## src/rtl/fetch_ctrl_pkg.sv

```systemverilog
// Shared CPU types used by the fetch controller: fetch FSM states and PC step.
package cpu_types;

    typedef enum logic [1:0] {
        FETCH_IDLE  = 2'd0,
        FETCH_REQ   = 2'd1,
        FETCH_FULL  = 2'd2,
        FETCH_DRAIN = 2'd3
    } fetch_state_t;

    localparam logic [31:0] PC_STEP = 32'd4;

    // Sequential successor of a fetch address; wraps modulo 2^32.
    function automatic logic [31:0] pc_incr(input logic [31:0] pc);
        return pc + PC_STEP;
    endfunction

endpackage

```

## src/rtl/fetch_ctrl_skid_buffer.sv

```systemverilog
// One-entry holding register for an instruction that arrived while decode
// was stalled on the instruction already in the output register.
module fetch_skid_buffer (
    input  logic        clk,
    input  logic        rst_n,
    input  logic        load,
    input  logic        drain,
    input  logic        clear,
    input  logic [31:0] load_instr,
    input  logic [31:0] load_pc,
    output logic        valid,
    output logic [31:0] instr,
    output logic [31:0] pc
);

    logic        valid_q, valid_d;
    logic [31:0] instr_q, instr_d;
    logic [31:0] pc_q,    pc_d;

    // Next-entry selection: clear wins, then load, then drain.
    always_comb begin
        valid_d = valid_q;
        instr_d = instr_q;
        pc_d    = pc_q;
        if (clear) begin
            valid_d = 1'b0;
            instr_d = '0;
            pc_d    = '0;
        end else if (load) begin
            valid_d = 1'b1;
            instr_d = load_instr;
            pc_d    = load_pc;
        end else if (drain) begin
            valid_d = 1'b0;
        end
    end

    // Entry storage.
    always_ff @(posedge clk or negedge rst_n) begin
        if (!rst_n) begin
            valid_q <= 1'b0;
            instr_q <= '0;
            pc_q    <= '0;
        end else begin
            valid_q <= valid_d;
            instr_q <= instr_d;
            pc_q    <= pc_d;
        end
    end

    assign valid = valid_q;
    assign instr = instr_q;
    assign pc    = pc_q;

endmodule

```

## src/rtl/fetch_ctrl.sv

```systemverilog
// Instruction-fetch controller: owns the PC, sequences instruction-memory
// requests, presents one registered instruction per cycle to decode and
// kills wrong-path work on a redirect from the execute-stage jump unit.
module fetch_ctrl
    import cpu_types::*;
#(
    parameter logic [31:0] RESET_PC = 32'h0000_0000
) (
    input  logic        clk,
    input  logic        rst_n,
    input  logic        redirect,
    input  logic [31:0] redirect_pc,
    input  logic        stall,
    output logic        imem_req,
    output logic [31:0] imem_addr,
    input  logic        imem_ack,
    input  logic [31:0] imem_rdata,
    output logic        if_valid,
    output logic [31:0] if_instr,
    output logic [31:0] if_pc,
    output logic        flush
);

    fetch_state_t state_q, state_d;
    logic [31:0]  pc_q, pc_d;
    logic [31:0]  drain_addr_q, drain_addr_d;
    logic         if_valid_q, if_valid_d;
    logic [31:0]  if_instr_q, if_instr_d;
    logic [31:0]  if_pc_q, if_pc_d;

    logic         skid_load, skid_drain, skid_clear;
    logic         skid_valid;
    logic [31:0]  skid_instr, skid_pc;
    logic         consume;

    fetch_skid_buffer u_skid (
        .clk        (clk),
        .rst_n      (rst_n),
        .load       (skid_load),
        .drain      (skid_drain),
        .clear      (skid_clear),
        .load_instr (imem_rdata),
        .load_pc    (pc_q),
        .valid      (skid_valid),
        .instr      (skid_instr),
        .pc         (skid_pc)
    );

    // Decode takes the output register this cycle.
    assign consume = if_valid_q && !stall;

    // Next-state, PC and output-register update; redirect beats stall everywhere.
    always_comb begin
        state_d      = state_q;
        pc_d         = pc_q;
        drain_addr_d = drain_addr_q;
        if_valid_d   = if_valid_q && !consume;
        if_instr_d   = if_instr_q;
        if_pc_d      = if_pc_q;
        skid_load    = 1'b0;
        skid_drain   = 1'b0;
        skid_clear   = 1'b0;

        case (state_q)
            FETCH_IDLE: begin
                state_d = FETCH_REQ;
                if (redirect) begin
                    pc_d = redirect_pc;
                end
            end

            FETCH_REQ: begin
                if (redirect) begin
                    pc_d       = redirect_pc;
                    if_valid_d = 1'b0;
                    if (!imem_ack) begin
                        // The in-flight request must still complete; remember it.
                        drain_addr_d = pc_q;
                        state_d      = FETCH_DRAIN;
                    end
                end else if (imem_ack) begin
                    pc_d = pc_incr(pc_q);
                    if (!if_valid_q || !stall) begin
                        if_valid_d = 1'b1;
                        if_instr_d = imem_rdata;
                        if_pc_d    = pc_q;
                    end else begin
                        skid_load = 1'b1;
                        state_d   = FETCH_FULL;
                    end
                end
            end

            FETCH_FULL: begin
                if (redirect) begin
                    skid_clear = 1'b1;
                    if_valid_d = 1'b0;
                    pc_d       = redirect_pc;
                    state_d    = FETCH_REQ;
                end else if (!stall) begin
                    skid_drain = 1'b1;
                    if_valid_d = skid_valid;
                    if_instr_d = skid_instr;
                    if_pc_d    = skid_pc;
                    state_d    = FETCH_REQ;
                end
            end

            FETCH_DRAIN: begin
                if_valid_d = 1'b0;
                if (redirect) begin
                    pc_d = redirect_pc;
                end
                if (imem_ack) begin
                    state_d = FETCH_REQ;
                end
            end

            default: begin
                state_d = FETCH_IDLE;
            end
        endcase
    end

    // Controller state and output register.
    always_ff @(posedge clk or negedge rst_n) begin
        if (!rst_n) begin
            state_q      <= FETCH_IDLE;
            pc_q         <= RESET_PC;
            drain_addr_q <= '0;
            if_valid_q   <= 1'b0;
            if_instr_q   <= '0;
            if_pc_q      <= '0;
        end else begin
            state_q      <= state_d;
            pc_q         <= pc_d;
            drain_addr_q <= drain_addr_d;
            if_valid_q   <= if_valid_d;
            if_instr_q   <= if_instr_d;
            if_pc_q      <= if_pc_d;
        end
    end

    assign imem_req  = (state_q == FETCH_REQ) || (state_q == FETCH_DRAIN);
    assign imem_addr = (state_q == FETCH_DRAIN) ? drain_addr_q : pc_q;
    assign flush     = redirect;
    assign if_valid  = if_valid_q;
    assign if_instr  = if_instr_q;
    assign if_pc     = if_pc_q;

endmodule
```

## config.mk

```make
export PLATFORM = sky130hd
export DESIGN_NAME = fetch_ctrl
export DESIGN_NICKNAME = d
export VERILOG_FILES = /design/src/rtl/fetch_ctrl_pkg.sv /design/src/rtl/fetch_ctrl_skid_buffer.sv /design/src/rtl/fetch_ctrl.sv
export SDC_FILE = /design/constraint.sdc
export NUM_CORES = 1
export LEC_CHECK = 0
export ABC_CLOCK_PERIOD_IN_PS = 3450
export BUFFER_PORTS_ARGS = -buffer_cell sky130_fd_sc_hd__buf_2
export CAP_MARGIN = 20
export CORE_MARGIN = 2
export CORE_UTILIZATION = 35
export DETAILED_ROUTE_END_ITERATION = 6
export GPL_ROUTABILITY_DRIVEN = 1
export PLACE_DENSITY = 0.61
export SLEW_MARGIN = 20
export SYNTH_ARGS = -nofsm -noshare
export SYNTH_HDL_FRONTEND = slang
export SYNTH_SLANG_ARGS = --single-unit
```

## constraint.sdc

```tcl
create_clock -name clk -period 3.45 [get_ports clk]
set_input_delay 0.345 -clock clk [delete_from_list [all_inputs] [get_ports clk]]
set_output_delay 0.345 -clock clk [all_outputs]
set_load 0.005 [all_outputs]
```

After elaboration in Yosys (flattened, before gate mapping)

Index checks and enable logic that the tools add are counted.

Add/sub/neg operators: 1
Equality and inequality tests: 14
Multiplexer cells: 47
Bitwise operators: 1
Reduce and logical (&&, ||, !) cells: 16

Operators with widths:

| operator                | count |
|---|---|
| $mux W32                | 18 |
| $pmux W32 S2            | 3 |
| $add A32 B3 Y32 const B | 1 |
| $mux W1                 | 17 |
| $mux W2                 | 7 |
| $ne A2 B2 Y1 const B    | 6 |
| $ne A3 B3 Y1 const B    | 4 |
| $pmux W2 S4             | 1 |
| $reduce_and A6 Y1       | 1 |
| $reduce_and A5 Y1       | 1 |
| $eq A2 B2 Y1 const B    | 2 |
| $reduce_bool A2 Y1      | 2 |
| $logic_not A1 Y1        | 3 |
| $pmux W1 S3             | 1 |
| $reduce_and A3 Y1       | 1 |
| $reduce_bool A3 Y1      | 1 |
| $reduce_or A3 Y1        | 1 |
| $eq A2 B1 Y1 const B    | 1 |
| $logic_and A1 B1 Y1     | 2 |
| $logic_not A2 Y1        | 1 |
| $logic_or A1 B1 Y1      | 2 |
| $ne A2 B1 Y1 const B    | 1 |
| $reduce_and A2 Y1       | 1 |
| $not A1 Y1              | 1 |

Register bits after elaboration: 196
Input port bits: 69
Output and inout port bits: 99
Logic and storage cells: 88

Longest topological paths before layout

Depth after elaboration: 8
Depth in mapped cells: 7
Depth with buffers taken out: 5

By module

From an unflattened synthesis, not the netlist that was laid out.

Cells, all modules: 865
Area total of the unflattened synthesis: 9356.5 um^2

Modules (own cells, without submodules):

| module            | times used | cells an instance | area each (um^2) | seq. area each (um^2) |
|---|---|---|---|---|
| fetch_ctrl        | 1          | 655               | 6686.4           | 3278.1 |
| fetch_skid_buffer | 1          | 210               | 2670.1           | 1626.6 |

Worst setup path after synthesis

No wires, ideal clock.

Path type: reg2reg
Start point: reg pc_q[2]
End point: reg pc_q[24]
Library setup time: 0.082 ns
Data arrival time: 2.042 ns
Data required time: 3.368 ns
Setup slack: 1.326 ns
Stages on the path, launching flop included: 7
Path buffers: 1
Period minus slack after synthesis: 2.124 ns
Cells stage by stage: dfrtp_1 -> ha_1 -> nand4_4 -> or4_1 -> buf_2 -> or4_1 -> a31oi_1

Word-level cells in the longest chain between the ends: 4

Ends and longest elaborated chain:

| element                  | line                 | text |
|---|---|---|
| start: declaration       | fetch_ctrl.sv:25     | `logic [31:0] pc_q, pc_d;` |
| start signal: assignment | fetch_ctrl.sv:136    | `pc_q <= pc_d;` |
| $add A32 B3 Y32          | fetch_ctrl_pkg.sv:15 | `return pc + PC_STEP;` |
| $mux W32                 | fetch_ctrl.sv:81     | `end else if (imem_ack) begin` |
| $mux W32                 | fetch_ctrl.sv:73     | `if (redirect) begin` |
| $pmux W32 S2             | fetch_ctrl.sv:64     | `case (state_q)` |

Every way passes these cells. The select of a mux whose other input is x is not followed.
A chain may end at the register's enable or synchronous reset.

Worst setup path in the final report

Start point: reg state_q[0]
End point: out imem_addr[2]

Word-level cells in the longest chain between the ends: 2

Ends and longest elaborated chain:

| element                  | line              | text |
|---|---|---|
| start: declaration       | fetch_ctrl.sv:24  | `fetch_state_t state_q, state_d;` |
| start signal: assignment | fetch_ctrl.sv:135 | `state_q <= state_d;` |
| $eq A2 B2 Y1             | fetch_ctrl.sv:145 | `assign imem_addr = (state_q == FETCH_DRAIN) ? drain_addr_q : pc_q;` |
| $mux W32                 | fetch_ctrl.sv:145 |  |
| end: declaration         | fetch_ctrl.sv:15  | `output logic [31:0] imem_addr,` |

Every way passes these cells.

==> reports/qor.csv <==
stage,metric,value,unit
run_status,status,finished clean,
yosys,synth_top_area_share,53.8,%
cts,root_buffer,clkbuf_16,
global_route,grt_max_degree,77,
cts,cts_setup_buffers,0,
timing,rsz0062_at_grt,no,
routing,drtPass1Iterations,4,
worst_setup_path,critPathArrivalTime,2370,ps
global_route,antenna_found_initial,1,
worst_setup_path,crit_type,flop to output pin,
timing,drv_slew,0,
yosys,synth_area_per_cell,12.9,um2
placement,post_dp_cell_area,10200,um2
cts,ctsHoldBuffers,1,
final_layout,syn2layout_area_growth,18.4,%
routing,ant_nets,0,
worst_setup_path,cp-startpoint,state_q[0],
yosys,synth-seq-cells,196,
hold_path,holdCritStartpoint,redirect_pc[8],
cts,cts_tree,done,
worst_setup_path,path_max_fanout,18,
yosys,yosys.area_share.simple,6.88,%
cts,numCtsBuffers,17,
worst_setup_path,timing.rr.start,state_q[0],
worst_setup_path,critPathRequiredTime,3110,ps
power_and_ir_drop,leakagePower,4.72,nW
cts,ctsResizeCount,0,
routing,met2WireLength,10.6,mm
global_route,grt.overflow.total,0,
timing,tns,0,ps
routing,via_count,6303,
yosys,syn-num-nets,779,
floorplan,die_y,165,um
power_and_ir_drop,power_density,580,nW/um2
yosys,yosys.area.top_type,dfrtp_1,
timing,finalClockSkew,11.6,ps
routing,drt-total-wl,22.7,mm
placement,gp_congestion,0.765,
cts,insertion_delay,430,ps
yosys,synth_common_cells,"196 x dfrtp_1, 192 x mux2_2, 63 x a22o_1",
yosys,async_flop_share,100,%
yosys,synth_area,9110,um2
final_layout,n_fill_cell,2484,
yosys,synthFlopType,dfrtp_1,
timing,fin_ws,735,ps
global_route,grt_util_all_layers,16.8,%
final_layout,diodes,0,
yosys,synth_compound_area_share,10.5,%
final_layout,postLayoutCellArea,10800,um2
yosys,postSynthCellCount,709,
worst_setup_path,cp_cell_sequence,"nand2_1, buf_12, mux2_2, buf_2",
power_and_ir_drop,peakVddDrop,0.276,mV
timing,hold_slack,122,ps
timing,hold_viol_final,0,
yosys,synth_cell_types,49,
cts,htree_levels,4,
worst_setup_path,critPathSlowestCell,dfrtp_1,
yosys,yosys_warnings,0,
floorplan,ios,168,
final_layout,nets,913,
final_layout,drive_gt1_share,47.9,%
worst_setup_path,slowest_delay,560,ps
routing,dr_wl_met3,1.19,mm
worst_setup_path,endpoint_kind,output pin,
placement,dp_hpwl,14.7,mm
final_layout,finalNonFillerCells,1191,
routing,maxUsedRoutingLayer,met5,
cts,cts.sinks,196,
routing,m1WireLength,10.6,mm
routing,via_per_inst,5.29,
global_route,grt_pass1_vias,6280,
floorplan,core_area,25800,um2
cts,clock_path_buffers,2,
hold_path,min_path_type,input port to flop,
yosys,synth_area_leaders,"dfrtp_1 54%, mux2_2 24%, a22o_1 6.1%",
routing,drc,0,
yosys,synth_most_common_cell,dfrtp_1,
cts,clkTransAtPathRegs,70,ps
yosys,synth_edf_count,0,
floorplan,initial_core_util,35.3,%
yosys,synthXorXnorAreaFrac,0.961,%
placement,io_buffers,167,
timing,finalSetupViolCount,0,
yosys,yosysSeqAreaShare,53.8,%
timing,worstMarginPinSlew,1000,ps
job,cap_violations,0,
floorplan,die-area,27300,um2
timing,min_period,2720,ps
yosys,synthAdderAreaFrac,0.137,%
placement,dp_cells,1158,
routing,wl_per_cell,19.1,um
worst_setup_path,cp-start-kind,flop,
yosys,synth_top_family_by_area,multiplexers,
placement,dpl_worst_slack,980,ps
routing,drt_iter0_markers,341,
floorplan,die_width,165,um
timing,post-route-period-util,78.7,%
floorplan,rows,59,
yosys,muxShareOfSynthArea,23.9,%
timing,fmax,368,MHz
timing,slew_headroom,33.3,%
global_route,grt_first_pass_wirelength,35.6,mm
[cells in the final DEF (no fill, tap or decap), types with 3 or more instances in the layout]
master     synthesis  routed
buf_4              4      11
a31oi_1            9       9
or4_1             10      10
clkinv_2           0       3
nand3_1            8       8
o31ai_1            7       7
a211oi_1           4       4
a22o_1            63      63
clkinv_4           0       4
clkbuf_1          23       3
and3_1             3       3
a21oi_1            7       6
o21ai_0           17      17
nand4_1            7       7
clkbuf_16          0      17
inv_1              7       7
nor3_1             9       8
a311oi_1           6       6
nand2_1           28      28
and4_1             5       5
dfrtp_1          196     196
mux2_2           192     192
nor4_1             7       7
buf_2             32     166
xnor2_1            8       8
or3_1              4       4
nor2_1            18      18
[sequential cells by signal, summed over array words and instances, names as in the netlist]
name,count
drain_addr_q,32
u_skid.valid,1
if_pc,32
state_q,2
if_valid,1
if_instr,32
u_skid.instr,32
u_skid.pc,32
pc_q,32
[routing by layer]
layer,vias up,track usage (%)
met3,20,3.70
met2,162,26.5
met4,2,4.31
met5,-,0
met1,3218,23.6
li1,2901,-
[critical path: cells and delay by family (launching register included)]
kind                   cells  cell delay [ps]
DFF                        1              560
and+or+nand+nor            1              550
muxes                      1              300
buffers and inverters      2              510
[per-stage QoR]
stage | util, % | total power [mW]
floorplan | - | 3.83
CTS | 41.8 | 6.34
global placement | 39.6 | 4.36
finish | 41.8 | 6.25
detailed placement | 39.6 | 4.40
global route | 41.8 | 6.62
[area by class of cell]
class                   count  area [um2]  share of cell area (%)
flip-flops and latches    196        4900                    45.5
well taps                 335         419                    3.89
clock buffers              21         450                    4.18
multi-input cells         440        3910                    36.2
repair buffers            181         977                    9.06
inverters                   7        26.3                   0.244
clock inverters            11         104                   0.963
[cells by family after synthesis]
logic type               count (synthesis)
XOR/XNOR                                10
adder cells (fa/ha/maj)                  1
AO/OA/AOI/OAI                          124
multiplexers                           194
buffers and inverters                   73
AND/OR/NAND/NOR                        111
flip-flops                             196
[worst paths after layout]
check	to	slack [ps]	depth (start not counted)
min in group asynchronous	drain_addr_q[25]	510	2
worst min-delay path	pc_q[8]	120	3
worst max-delay path	imem_addr[2]	730	4
max in group asynchronous	pc_q[2]	2090	3
worst max register to register	if_instr[22]	990	5
worst min register to register	u_skid.instr[21]	490	1
[power by group]
part,switching (mW),internal (mW),total (mW)
sequential,0.323,2.80,3.13
clock,0.891,1.02,1.91
combinational,0.492,0.726,1.22
total,1.71,4.55,6.25
(Power assumes the default switching activity.)
